--- src/rtl/arrow_controller.sv ---
// Arrow shot controller: launches an arrow from the character on a fire edge and grows it
// upward one step per frame. A bubble hit or reaching the top row ends the flight.
module arrow_controller #(
  parameter int FLOOR_Y         = 440,
  parameter int ARROW_SPEED     = 4,
  parameter int CHAR_WIDTH      = 32,
  parameter int ARROW_WIDTH     = 4,
  parameter int COOLDOWN_FRAMES = 8
) (
  input  logic        clk,
  input  logic        reset,
  input  logic        startOfFrame,
  input  logic        fire,
  input  logic [10:0] charX,
  input  logic        arrowHitBubble,
  output logic        arrowActive,
  output logic [10:0] arrowTopLeftX,
  output logic [10:0] arrowTopLeftY,
  output logic [10:0] arrowHeight,
  output logic        bubblePop
);

  localparam logic [1:0] IDLE     = 2'd0;
  localparam logic [1:0] FLYING   = 2'd1;
  localparam logic [1:0] COOLDOWN = 2'd2;

  localparam logic [10:0] X_OFFSET = 11'((CHAR_WIDTH - ARROW_WIDTH) / 2);
  localparam logic [10:0] FLOOR    = 11'(FLOOR_Y);
  localparam logic [10:0] SPEED    = 11'(ARROW_SPEED);
  localparam logic [10:0] LAUNCH_Y = 11'(FLOOR_Y - ARROW_SPEED);

  localparam int unsigned CNT_W = $clog2(COOLDOWN_FRAMES + 2);
  localparam logic [CNT_W-1:0] COOL_LOAD = CNT_W'(COOLDOWN_FRAMES);
  localparam logic [CNT_W-1:0] COOL_ONE  = CNT_W'(1);

  logic [1:0]       state, stateD;
  logic             fireQ;
  logic             edgeArmed;
  logic             firePending, pendingD;
  logic             hitLatch, hitD;
  logic [CNT_W-1:0] coolCnt, coolD;
  logic [10:0]      xQ, xD;
  logic [10:0]      yQ, yD;
  logic [10:0]      heightQ, heightD;
  logic             activeQ, activeD;
  logic             popQ, popD;
  logic             fireEdge;
  logic             hitNow;

  // edgeArmed masks the first sample after reset so a key held through release is not an edge
  assign fireEdge = fire & ~fireQ & edgeArmed;
  assign hitNow   = hitLatch | arrowHitBubble;

  always_comb begin
    stateD   = state;
    pendingD = firePending;
    hitD     = hitLatch;
    coolD    = coolCnt;
    xD       = xQ;
    yD       = yQ;
    heightD  = heightQ;
    activeD  = activeQ;
    popD     = 1'b0;

    if (startOfFrame) begin
      pendingD = 1'b0;
      hitD     = 1'b0;
      case (state)
        IDLE: begin
          if (firePending || fireEdge) begin
            stateD  = FLYING;
            xD      = charX + X_OFFSET;
            yD      = LAUNCH_Y;
            heightD = FLOOR - LAUNCH_Y;
            activeD = 1'b1;
          end
        end
        FLYING: begin
          if (hitNow || (yQ == 11'd0)) begin
            popD    = hitNow;
            stateD  = COOLDOWN;
            activeD = 1'b0;
            heightD = 11'd0;
            coolD   = COOL_LOAD;
          end else begin
            yD      = (yQ < SPEED) ? 11'd0 : yQ - SPEED;
            heightD = FLOOR - yD;
          end
        end
        COOLDOWN: begin
          // a zero load also returns on the first frame
          if (coolCnt <= COOL_ONE) begin
            stateD = IDLE;
            coolD  = '0;
          end else begin
            coolD = coolCnt - COOL_ONE;
          end
        end
        default: begin
          stateD  = IDLE;
          activeD = 1'b0;
          heightD = 11'd0;
        end
      endcase
    end else begin
      if (fireEdge) pendingD = 1'b1;
      if ((state == FLYING) && arrowHitBubble) hitD = 1'b1;
    end
  end

  always_ff @(posedge clk or posedge reset) begin
    if (reset) begin
      state       <= IDLE;
      fireQ       <= 1'b0;
      edgeArmed   <= 1'b0;
      firePending <= 1'b0;
      hitLatch    <= 1'b0;
      coolCnt     <= '0;
      xQ          <= 11'd0;
      yQ          <= 11'd0;
      heightQ     <= 11'd0;
      activeQ     <= 1'b0;
      popQ        <= 1'b0;
    end else begin
      state       <= stateD;
      fireQ       <= fire;
      edgeArmed   <= 1'b1;
      firePending <= pendingD;
      hitLatch    <= hitD;
      coolCnt     <= coolD;
      xQ          <= xD;
      yQ          <= yD;
      heightQ     <= heightD;
      activeQ     <= activeD;
      popQ        <= popD;
    end
  end

  assign arrowActive   = activeQ;
  assign arrowTopLeftX = xQ;
  assign arrowTopLeftY = yQ;
  assign arrowHeight   = heightQ;
  assign bubblePop     = popQ;

endmodule

--- config.mk ---
export PLATFORM = sky130hd
export DESIGN_NAME = arrow_controller
export DESIGN_NICKNAME = d
export VERILOG_FILES = /design/src/rtl/arrow_controller.sv
export SDC_FILE = /design/constraint.sdc
export NUM_CORES = 1
export LEC_CHECK = 0
export BUFFER_PORTS_ARGS = -buffer_cell sky130_fd_sc_hd__clkbuf_2
export CAP_MARGIN = 40
export CORE_MARGIN = 2
export CORE_UTILIZATION = 45
export DETAILED_ROUTE_END_ITERATION = 8
export HOLD_SLACK_MARGIN = 0.06
export MAX_ROUTING_LAYER = met4
export PLACE_DENSITY_LB_ADDON = 0.08
export SETUP_SLACK_MARGIN = 0.2
export SLEW_MARGIN = 20
export SYNTH_ARGS = -nofsm -noshare
export SYNTH_HDL_FRONTEND = slang
export SYNTH_SLANG_ARGS = --single-unit
--- constraint.sdc ---
create_clock -name clk -period 2.5 [get_ports clk]
set_input_delay 0.5 -clock clk [delete_from_list [all_inputs] [get_ports clk]]
set_output_delay 0.5 -clock clk [all_outputs]
set_load 0.02 [all_outputs]
Word level (Yosys, flattened, before mapping):

Index checks and enable logic that the tools add are counted.

* bits of input ports: 16
* register bits: 45
* word-level logic and storage cells: 67

* reduce and logical (&&, ||, !) cells: 15
* $lt $le $gt $ge: 2
* bitwise logic cells: 5
* mux-type cells: 24
* equality and inequality tests: 6
* add/sub/neg operators: 4

Operators with widths (count)
* 11-bit two-way mux: 5
* 11-bit one-hot mux with 3 select lines: 1
* 11-bit one-hot mux with 2 select lines: 1
* 4-bit AND reduction: 3
* 11-bit by 4-bit adder with 11-bit output (second input constant): 1
* 11-bit logical NOT: 1
* 11-bit by 3-bit less-than comparator with 1-bit output (second input constant): 1
* 11-bit by 3-bit subtractor with 11-bit output (second input constant): 1
* 9-bit by 11-bit subtractor with 11-bit output (first input constant): 1
* 1-bit two-way mux: 9
* 3-bit AND reduction: 3
* 4-bit two-way mux: 2
* 2-bit != test (second input constant): 4
* 4-bit one-hot mux with 2 select lines: 1
* 2-bit nonzero test: 4
* 2-bit two-way mux: 3
* 2-bit one-hot mux with 3 select lines: 1
* 4-bit by 1-bit less-or-equal comparator with 1-bit output (second input constant): 1
* 4-bit by 1-bit subtractor with 4-bit output (second input constant): 1
* 1-bit one-hot mux with 3 select lines: 1
* 1-bit bitwise AND: 2
* 2-bit by 1-bit equality test with 1-bit output (second input constant): 1
* 2-bit equality test (second input constant): 1
* 2-bit logical NOT: 1
* other kinds (4): 6

Logic depth before layout (Yosys ltp):

Gate-level depths: netlist of the first run.

* depth after elaboration: 6
* gate-level depth with buffers: 9

Worst setup path before layout of the first run:

OpenSTA, ideal clock, no wires.

* path kind: register to register
* from: register yQ[2], in the netlist arrowTopLeftY[2]
* to: register heightQ[9], in the netlist arrowHeight[9]
* path slack: 0.013 ns
* data arrival time: 2.418 ns
* data required time: 2.431 ns
* buffers on the path: 0
* cell stages (with the launch flop): 9
* cell sequence: dfrtp_1 inv_1 ha_1 or3b_1 or3_4 a21oi_4 nand2_2 or4_1 nand3_1

* word-level cells in the longest chain between the ends: 5

RTL lines
* start: declaration: line 43 `logic [10:0] yQ, yD;`
* start signal: assignment: line 132 `yQ <= yD;`
* 11-bit by 3-bit subtractor with 11-bit output / 11-bit by 3-bit less-than comparator with 1-bit output (equally long branches): line 86 `yD = (yQ < SPEED) ? 11'd0 : yQ - SPEED;`
* 11-bit two-way mux: line 86
* 9-bit by 11-bit subtractor with 11-bit output: line 87 `heightD = FLOOR - yD;`
* 11-bit two-way mux *: line 79 `if (hitNow || (yQ == 11'd0)) begin`
* 11-bit one-hot mux with 3 select lines *: line 68 `case (state)`
* end signal: assignment: line 133 `heightQ <= heightD;`
* end: declaration: line 44 `logic [10:0] heightQ, heightD;`

Mark *: on every way between the ends. The rest lies on a longest branch, timed or not.
A chain may end at the register's enable or synchronous reset.

Final worst setup path of the first run:

* from: register yQ[3], in the netlist arrowTopLeftY[3]
* to: register heightQ[8], in the netlist arrowHeight[8]

Same word-level chain as after synthesis.

==> impl_metrics.toml, run 1 <==
[sta]
tightest_slew_ps = 580
setup_viol = 0
post-route-period-util_pct = 92.4
holdWs_ps = 318
period_needed_ps = 2310
tns_ps = 0
hold_viol_final = 0
skew_ps = 4.14
drv_slew = 0
rsz0062_at_grt = "true"
max-slew-margin-rel_pct = 61.3
clock.fmax_mhz = 433

[critical_path]
cp_slowest_stage_delay_ps = 560
rr_startpoint = "arrowTopLeftY[3]$_DFFE_PP0P_"
end_kind = "flop"
timing.rr.end = "arrowHeight[8]$_DFFE_PP0P_"
path_class = "reg -> reg"
cp.required_ps = 2680
arrival_ps = 2490
critPathTopFamily = "simple AND/OR/NAND/NOR gates"
start_kind = "flop"
slowest_stage = "or4_4"
r2r_cells = 8
r2r_setup_slack_ps = 190
crit_buf_inv = 0
crit_fanout = 6
path_cells = "or4_4 > or4_4 > nand2_4 > ha_4 > a2111oi_2 > o21ai_1 > xnor2_1 > o21ai_1"

[cells_and_area]
nNetsFinal = 345
final_cells = 395
final_common_cell = "clkbuf_2"
syn2layout_area_growth_pct = 26.1
final_core_util_pct = 59.5
fin_area_sq_um = 3060
diodes = 0
drive_above_1_share_pct = 32.0
most-common-layout-cells = "clkbuf_2 (50), dfrtp_1 (42), nand2_1 (25)"

[global_route]
antenna_found_initial = 0
overflow = 0
grt_pass1_vias = 2094
grt_first_pass_wirelength_um = 9760
grt_util_all_layers_pct = 20.9
grt_start_max_net_pins = 46

[synthesis]
yosys.area.top_type_share_pct = 46.4
synth_edf_count = 0
ys_ff_latch = 45
netlist_instances = 256
synth.largest_area_cell = "dfrtp_1"
yosysWarnings = 0
avgSynthCellArea_sq_um = 9.48
syn-cell-area_sq_um = 2430
syn-num-nets = 277
ys_top_cells_by_area = "dfrtp_1 (46%), nand2_1 (4.2%), o21ai_0 (4.1%)"
yosysSeqAreaShare_pct = 46.4
async_flop_share_pct = 100
synth-main-ff-cell = "dfrtp_1"
synth_cell_types = 53

[clocking]
postCtsHoldBufs = 0
root_buffer = "clkbuf_8"
cts_tree = "done"
cts.clk_slew.worst_paths_ps = 80
insertion_delay_ps = 300
cts-htree-levels = 2
numCtsBuffers = 5
cts_sinks = 45
clk_path_buf_depth = 2

[routing]
ant_nets = 0
met3_length_um = 236
routedWlPerCell_um = 14.3
finalWirelength_um = 5650
top_layer_used = "met4"
drt_iter0_markers = 107
drt_pass1_iterations = 4
vias_per_cell = 5.25
drt-met1-wl_um = 2580
drc = 0
met2_length_um = 2770
via_count = 2074

[die]
die_area_sq_um = 5990
core-area_sq_um = 5140
io_pins = 51
fp.dieH_um = 77.4
fp.dieW_um = 77.4
rows = 26
start_util_pct = 47.2

[placement]
place.detailed.hpwl_um = 4130
dpl-instance-area_sq_um = 2870
dp_cells = 381
place.gp.congestion = 0.915
port_buffers = 50

[run]
drv_cap = 0

[power_and_ir_drop]
leakagePower_nw = 1.44
power_density_nw_per_um2 = 959
ir_drop_mv = 0.509

[outcome]
status = "completed"

[min_path]
hold_path.class = "in -> async"
## stage by stage
step	setup WS, ps	total power [mW]
after floorplan	192	1.92
after detailed placement	172	2.32
after global placement	183	2.30
after CTS	177	2.93
final	190	2.94
after global routing	75.9	3.14
## flip-flops by register name (all words and copies together), names as in the netlist
signal,count
arrowHeight,11
arrowTopLeftX,11
arrowTopLeftY,11
coolCnt,4
state,2
arrowActive,1
bubblePop,1
edgeArmed,1
firePending,1
fireQ,1
hitLatch,1
## cell type report
cell class / count / area [sq um]
Inverter: 10 / 37.5
Sequential cell: 45 / 1130
Tap cell: 70 / 87.6
Clock inverter: 1 / 30.0
Multi-Input combinational cell: 191 / 1280
Fill cell: 463 / 2080
Timing Repair Buffer: 71 / 408
Clock buffer: 7 / 86.3
## cells by family (layout without fill, tap and decap cells)
kind of cell    count (synthesis)  count (layout)  share of synthesized area, %
simple gates                  100             100                          21.1
compound gates                 63              63                          17.7
other cells                     1               1                         0.155
fa+ha+maj                       5               5                          2.58
buf+inv                        20              89                          3.61
xor+xnor                       17              17                          6.14
mux                             5               5                          2.27
flops                          45              45                          46.4
## tightest hold or removal path, stage by stage
cell and delay (ps):
clkbuf_2 90, inv_2 30, buf_4 460
## synthesized netlist by cell type, types with 2 or more instances
| library cell | n |
|---|---|
| nand3_1 | 8 |
| dfrtp_1 | 45 |
| nor4_1 | 2 |
| o22a_1 | 2 |
| o21ai_0 | 20 |
| o21ai_1 | 5 |
| inv_1 | 10 |
| nand2b_1 | 9 |
| a22o_1 | 3 |
| or4_1 | 3 |
| o41ai_1 | 2 |
| or3_1 | 2 |
| a31oi_1 | 3 |
| clkbuf_1 | 7 |
| nor2_1 | 24 |
| xor2_1 | 9 |
| and3_1 | 3 |
| nand4_1 | 3 |
| and2_1 | 3 |
| nor3_1 | 6 |
| ha_1 | 5 |
| xnor2_1 | 8 |
| a21o_1 | 3 |
| a21oi_1 | 12 |
| nand2_1 | 27 |
| nor2b_1 | 3 |
| mux2_2 | 3 |
## per-layer routing
metal | up-vias | GRT usage (%)
li1 | 1030 | -
met4 | 0 | 6.25
met3 | 7 | 4.30
met5 | - | -
met1 | 991 | 25.7
met2 | 46 | 34.9
## what timing repair did
item | CTS | global route
pin swaps | 3 | 1
resized for setup | 2 | 5
endpoints found under the setup margin | 3 | 13
setup buffers | 4 | 2
## where the power goes
group	switching, mW	leakage, nW	internal (mW)
Combinational	0.738	0.824	0.520
Clock	0.246	0.0585	0.326
Sequential	0.176	0.559	0.930
Total	1.16	1.44	1.78
## worst max path at each step
| stage | slack (ps) | from | to | cells past startpoint |
|---|---|---|---|---|
| final | 190 | arrowTopLeftY[3]$_DFFE_PP0P_ | arrowHeight[8]$_DFFE_PP0P_ | 8 |
| after global routing | 80 | arrowTopLeftY[3]$_DFFE_PP0P_ | arrowHeight[8]$_DFFE_PP0P_ | 8 |
| after CTS | 180 | arrowTopLeftY[3]$_DFFE_PP0P_ | arrowHeight[8]$_DFFE_PP0P_ | 8 |
| after detailed placement | 170 | arrowTopLeftY[3]$_DFFE_PP0P_ | arrowHeight[8]$_DFFE_PP0P_ | 8 |
| after global placement | 180 | arrowTopLeftY[3]$_DFFE_PP0P_ | arrowHeight[8]$_DFFE_PP0P_ | 8 |
| after floorplan | 190 | arrowTopLeftY[7]$_DFFE_PP0P_ | arrowHeight[8]$_DFFE_PP0P_ | 8 |
Power figures use the tool's default switching activity.
==> run 2, diff against run 1 <==
- PLACE_DENSITY: default -> 0.7
- PLACE_DENSITY_LB_ADDON: 0.08 -> default
- TNS_END_PERCENT: default -> 30
==> impl_metrics.toml, run 2 (synthesized netlist as in run 1, its figures left out) <==
[die]
rows = 26
core-area_sq_um = 5140
fp.dieW_um = 77.4
start_util_pct = 47.2
die_area_sq_um = 5990
fp.dieH_um = 77.4
io_pins = 51

[cells_and_area]
most-common-layout-cells = "clkbuf_2 (50), dfrtp_1 (41), nand2_1 (26)"
drive_above_1_share_pct = 32.1
seqCellArea_sq_um = 1130
diodes = 0
multi_input_comb_area_sq_um = 1310
nNetsFinal = 339
syn2layout_area_growth_pct = 25.1
fillers = 463
final_common_cell = "clkbuf_2"

[power_and_ir_drop]
power_density_nw_per_um2 = 949
leakagePower_nw = 1.40
ir_drop_mv = 0.465
finalPower_mw = 2.88

[clocking]
clk_path_buf_depth = 2
numCtsBuffers = 5
cts-htree-levels = 2
cts.clk_slew.worst_paths_ps = 80
cts_sinks = 45
cts_tree = "done"
insertion_delay_ps = 300
root_buffer = "clkbuf_8"

[placement]
place.detailed.hpwl_um = 4060
place.gp.congestion = 0.883
port_buffers = 50

[critical_path]
cp.required_ps = 2730
path_class = "reg -> reg"
crit_fanout = 6
end_kind = "flop"
arrival_ps = 2560
start_kind = "flop"

[sta]
drv_slew = 0
setup_viol = 0
tns_ps = 0
skew_ps = 9.44
post-route-period-util_pct = 93.0
max-slew-margin-rel_pct = 64.5
period_needed_ps = 2320
rsz0062_at_grt = "true"
clock.fmax_mhz = 430
tightest_slew_ps = 531
hold_viol_final = 0

[global_route]
grt_first_pass_wirelength_um = 9470
grt_start_max_net_pins = 29
grt_pass1_vias = 1969
antenna_found_initial = 0
overflow = 0
grt_util_all_layers_pct = 20.0

[routing]
drt_pass1_iterations = 4
drt_iter0_markers = 125
vias_per_cell = 5.29
routedWlPerCell_um = 14.2
via_count = 2054
ant_nets = 0
finalWirelength_um = 5530
drc = 0

[min_path]
hold_path.class = "in -> reg"

[outcome]
status = "completed"

[run]
drv_cap = 0
[run 2: power by group]
group	total (mW)	internal, mW	switching [mW]
clock network	0.532	0.291	0.241
registers	1.11	0.930	0.180
logic	1.24	0.492	0.747
total	2.88	1.71	1.17
[run 2: worst max-delay path, stage by stage, from the launching register on]
cell	delay, ps
dfrtp_2	450
inv_1	120
ha_4	170
or3b_1	380
or3_4	350
a21oi_4	170
nand2_2	70
or4_1	460
nand3_1	90
[run 2: cell type report]
class | instances | share of cell area (%)
well taps | 70 | 2.89
inverters | 10 | 1.24
flip-flops and latches | 45 | 37.3
multi-input cells | 191 | 43.2
repair buffers | 65 | 12.0
clock inverters | 2 | 1.15
clock buffers | 5 | 2.27
[run 2: per-layer routing]
metal	global-route usage (%)	part of all wire (%)	vias up
li1	-	-	1027
met1	27.0	47	963
met2	30.4	46	60
met3	4.30	5.3	4
met4	6.25	0.94	0
met5	-	0	-
[run 2: worst paths after layout]
kind | slack, ps | cells past startpoint | startpoint | endpoint
worst max-delay path | 180 | 8 | arrowTopLeftY[3]$_DFFE_PP0P_ | arrowHeight[9]$_DFFE_PP0P_
worst min-delay path | 330 | 1 | fire | fireQ$_DFF_PP0_
worst max register to register | 180 | 8 | arrowTopLeftY[3]$_DFFE_PP0P_ | arrowHeight[9]$_DFFE_PP0P_
worst min register to register | 480 | 2 | arrowHeight[4]$_DFFE_PP0P_ | arrowHeight[4]$_DFFE_PP0P_
max in group asynchronous | 1410 | 4 | reset | arrowTopLeftY[2]$_DFFE_PP0P_
min in group asynchronous | 570 | 3 | reset | arrowTopLeftX[0]$_DFFE_PP0P_
[run 2: metrics by stage]
step / area (sq um) / instances / hold WS [ps] / util [%] / worst slack, ps
after global routing: 3040 / 388 / 316 / 59.1 / 74.1
after detailed placement: 2840 / 378 / 338 / 55.3 / 171
final: 3040 / 388 / 328 / 59.1 / 176
after CTS: 2990 / 388 / 324 / 58.1 / 187
after floorplan: 2460 / 256 / 463 / - / 192
after global placement: 2840 / 378 / 338 / 55.3 / 215
[run 2: repair_timing]
item                                    CTS  global route
pin swaps                                 2             1
gates resized for setup                   4            10
hold buffers                              1             0
buffers inserted                          2             0
hold endpoints to repair                  1             0
endpoints found under the setup margin    3             7
==> run 3, diff against run 2 <==
- ABC_AREA: default -> 1
==> impl_metrics.toml, run 3 <==
[sta]
rsz0062_at_grt = "false"
hold_viol_final = 0
skew_ps = 6.32
tns_ps = 0
setup_viol = 0
fin_ws_ps = 509
max-slew-margin-rel_pct = 62.4
clock.fmax_mhz = 502
tightest_slew_ps = 564
period_needed_ps = 1990
post-route-period-util_pct = 79.6
drv_slew = 0

[die]
rows = 27
die_area_sq_um = 6240
io_pins = 51
fp.dieW_um = 79
fp.dieH_um = 79
start_util_pct = 46.3
core-area_sq_um = 5470

[synthesis]
netlist_instances = 313
synth.largest_area_cell = "dfrtp_1"
yosys.area.top_type_share_pct = 44.5
synth_edf_count = 0
syn-num-nets = 334
yosys-top-cells-count = "nand2_1 (82), dfrtp_1 (45), inv_1 (35), nor2_1 (30), nand3_1 (28)"
yosysWarnings = 0
ys_ff_latch = 45
synth_cell_types = 39
synth-main-ff-cell = "dfrtp_1"
syn-cell-area_sq_um = 2530
async_flop_share_pct = 100
yosysMostFrequentCell = "nand2_1"
ys_top_cells_by_area = "dfrtp_1 (44%), nand2_1 (12%), nand3_1 (5.5%)"
yosysSeqAreaShare_pct = 44.5
avgSynthCellArea_sq_um = 8.09

[cells_and_area]
nNetsFinal = 387
final_core_util_pct = 53.7
diodes = 0
final_cells = 438
final_common_cell = "nand2_1"
syn2layout_area_growth_pct = 16.2
drive_above_1_share_pct = 24.6
fin_area_sq_um = 2940
most-common-layout-cells = "nand2_1 (82), clkbuf_2 (50), dfrtp_1 (45)"

[critical_path]
end_kind = "flop"
path_class = "reg -> reg"
r2r_setup_slack_ps = 510
crit_top_cell = "nand2_1"
r2r_cells = 13
start_kind = "flop"
slowest_stage = "dfrtp_1"
timing.rr.end = "arrowHeight[10]$_DFFE_PP0P_"
crit_buf_inv = 1
path_cells = "nor2_2 > nand2_1 > inv_2 > nand3_4 > nand2_1 > ha_1 > nand2_1 > nand3_1 > nand2_1 > nand2_1 > nand2_1 > nand2_1 > nand3_1"
cp.required_ps = 2680
critPathTopFamily = "simple AND/OR/NAND/NOR gates"
cp_slowest_stage_delay_ps = 450
rr_startpoint = "arrowTopLeftY[4]$_DFFE_PP0P_"
crit_fanout = 14
arrival_ps = 2170

[routing]
drt_iter0_markers = 100
ant_nets = 0
drt_pass1_iterations = 4
routedWlPerCell_um = 12.4
finalWirelength_um = 5440
via_count = 2171
vias_per_cell = 4.96
drc = 0

[global_route]
grt_first_pass_wirelength_um = 9330
antenna_found_initial = 0
grt_start_max_net_pins = 46
grt_pass1_vias = 2069
grt_util_all_layers_pct = 19.2
overflow = 0

[min_path]
hold_path.class = "in -> async"

[clocking]
cts-htree-levels = 2
ctsResizeCount = 0
cts_tree = "done"
post-cts-setup-buffers = 0
insertion_delay_ps = 290
root_buffer = "clkbuf_8"
clk_path_buf_depth = 2
cts.clk_slew.worst_paths_ps = 80
numCtsBuffers = 5
postCtsHoldBufs = 0
cts_sinks = 45

[placement]
place.detailed.hpwl_um = 4200
port_buffers = 50
place.gp.congestion = 0.924
pre_cts_slack_ps = 521
dp_cells = 431
dpl-instance-area_sq_um = 2840

[outcome]
status = "completed"

[run]
drv_cap = 0

[power_and_ir_drop]
power_density_nw_per_um2 = 884
ir_drop_mv = 0.515
leakagePower_nw = 1.53
[run 3: cell count changes after synthesis, sizes merged, moves of 4 or more]
cell | previous run | this run
clkbuf | 7 | 1
nor2 | 24 | 38
inv | 10 | 44
nand2b | 9 | 0
nand3 | 8 | 29
o22ai | 0 | 4
a21oi | 13 | 5
nand2 | 28 | 85
or4 | 4 | 0
mux2 | 4 | 0
xor2 | 9 | 4
[run 3: area by class of cell]
class	instances	area [sq um]
Clock buffer	5	68.8
Tap cell	72	90.1
Inverter	44	168
Clock inverter	2	35.0
Fill cell	549	2530
Timing Repair Buffer	51	258
Sequential cell	45	1130
Multi-Input combinational cell	219	1190
[run 3: where the power goes]
part	switching (mW)	internal, mW	leakage (nW)
Combinational	0.708	0.345	0.904
Sequential	0.124	0.903	0.570
Clock	0.230	0.290	0.0540
Total	1.06	1.54	1.53
[run 3: cells by family after synthesis]
family / Yosys count / share of synthesized area, %
buf+inv: 49 / 8.30
flops: 45 / 44.5
xor+xnor: 9 / 3.11
fa+ha+maj: 5 / 2.47
other cells: 1 / 0.148
compound gates: 44 / 12.4
simple gates: 160 / 29.1
[run 3: worst register-to-register path, stage by stage (launching register included)]
cell and delay [ps]:
dfrtp_1 450, nor2_2 170, nand2_1 130, inv_2 100, nand3_4 150, nand2_1 130, ha_1 170, nand2_1 110
nand3_1 110, nand2_1 110, nand2_1 100, nand2_1 50, nand2_1 50, nand3_1 60
[run 3: per-layer routing]
layer | part of all wire (%) | up-vias | GRT usage, %
li1 | - | 1103 | -
met1 | 45 | 1000 | 24.1
met2 | 48 | 61 | 31.6
met3 | 5.6 | 7 | 4.32
met4 | 1.0 | 0 | 5.17
met5 | 0 | - | -
[run 3: how the worst max path moves through the flow]
stage                                 startpoint                     endpoint  slack [ps]  depth (start not counted)
floorplan           arrowTopLeftY[4]$_DFFE_PP0P_  arrowHeight[10]$_DFFE_PP0P_         660                         14
global route        arrowTopLeftY[4]$_DFFE_PP0P_  arrowHeight[10]$_DFFE_PP0P_         270                         13
finish              arrowTopLeftY[4]$_DFFE_PP0P_  arrowHeight[10]$_DFFE_PP0P_         510                         13
CTS                 arrowTopLeftY[4]$_DFFE_PP0P_  arrowHeight[10]$_DFFE_PP0P_         500                         13
detailed placement  arrowTopLeftY[4]$_DFFE_PP0P_  arrowHeight[10]$_DFFE_PP0P_         520                         13
global placement    arrowTopLeftY[4]$_DFFE_PP0P_  arrowHeight[10]$_DFFE_PP0P_         520                         13
[run 3: stage by stage]
stage / hold slack (ps) / power (mW)
after floorplan: 453 / 1.81
after global placement: 457 / 2.08
after detailed placement: 462 / 2.10
after CTS: 319 / 2.63
after global routing: 320 / 2.80
final: 311 / 2.60
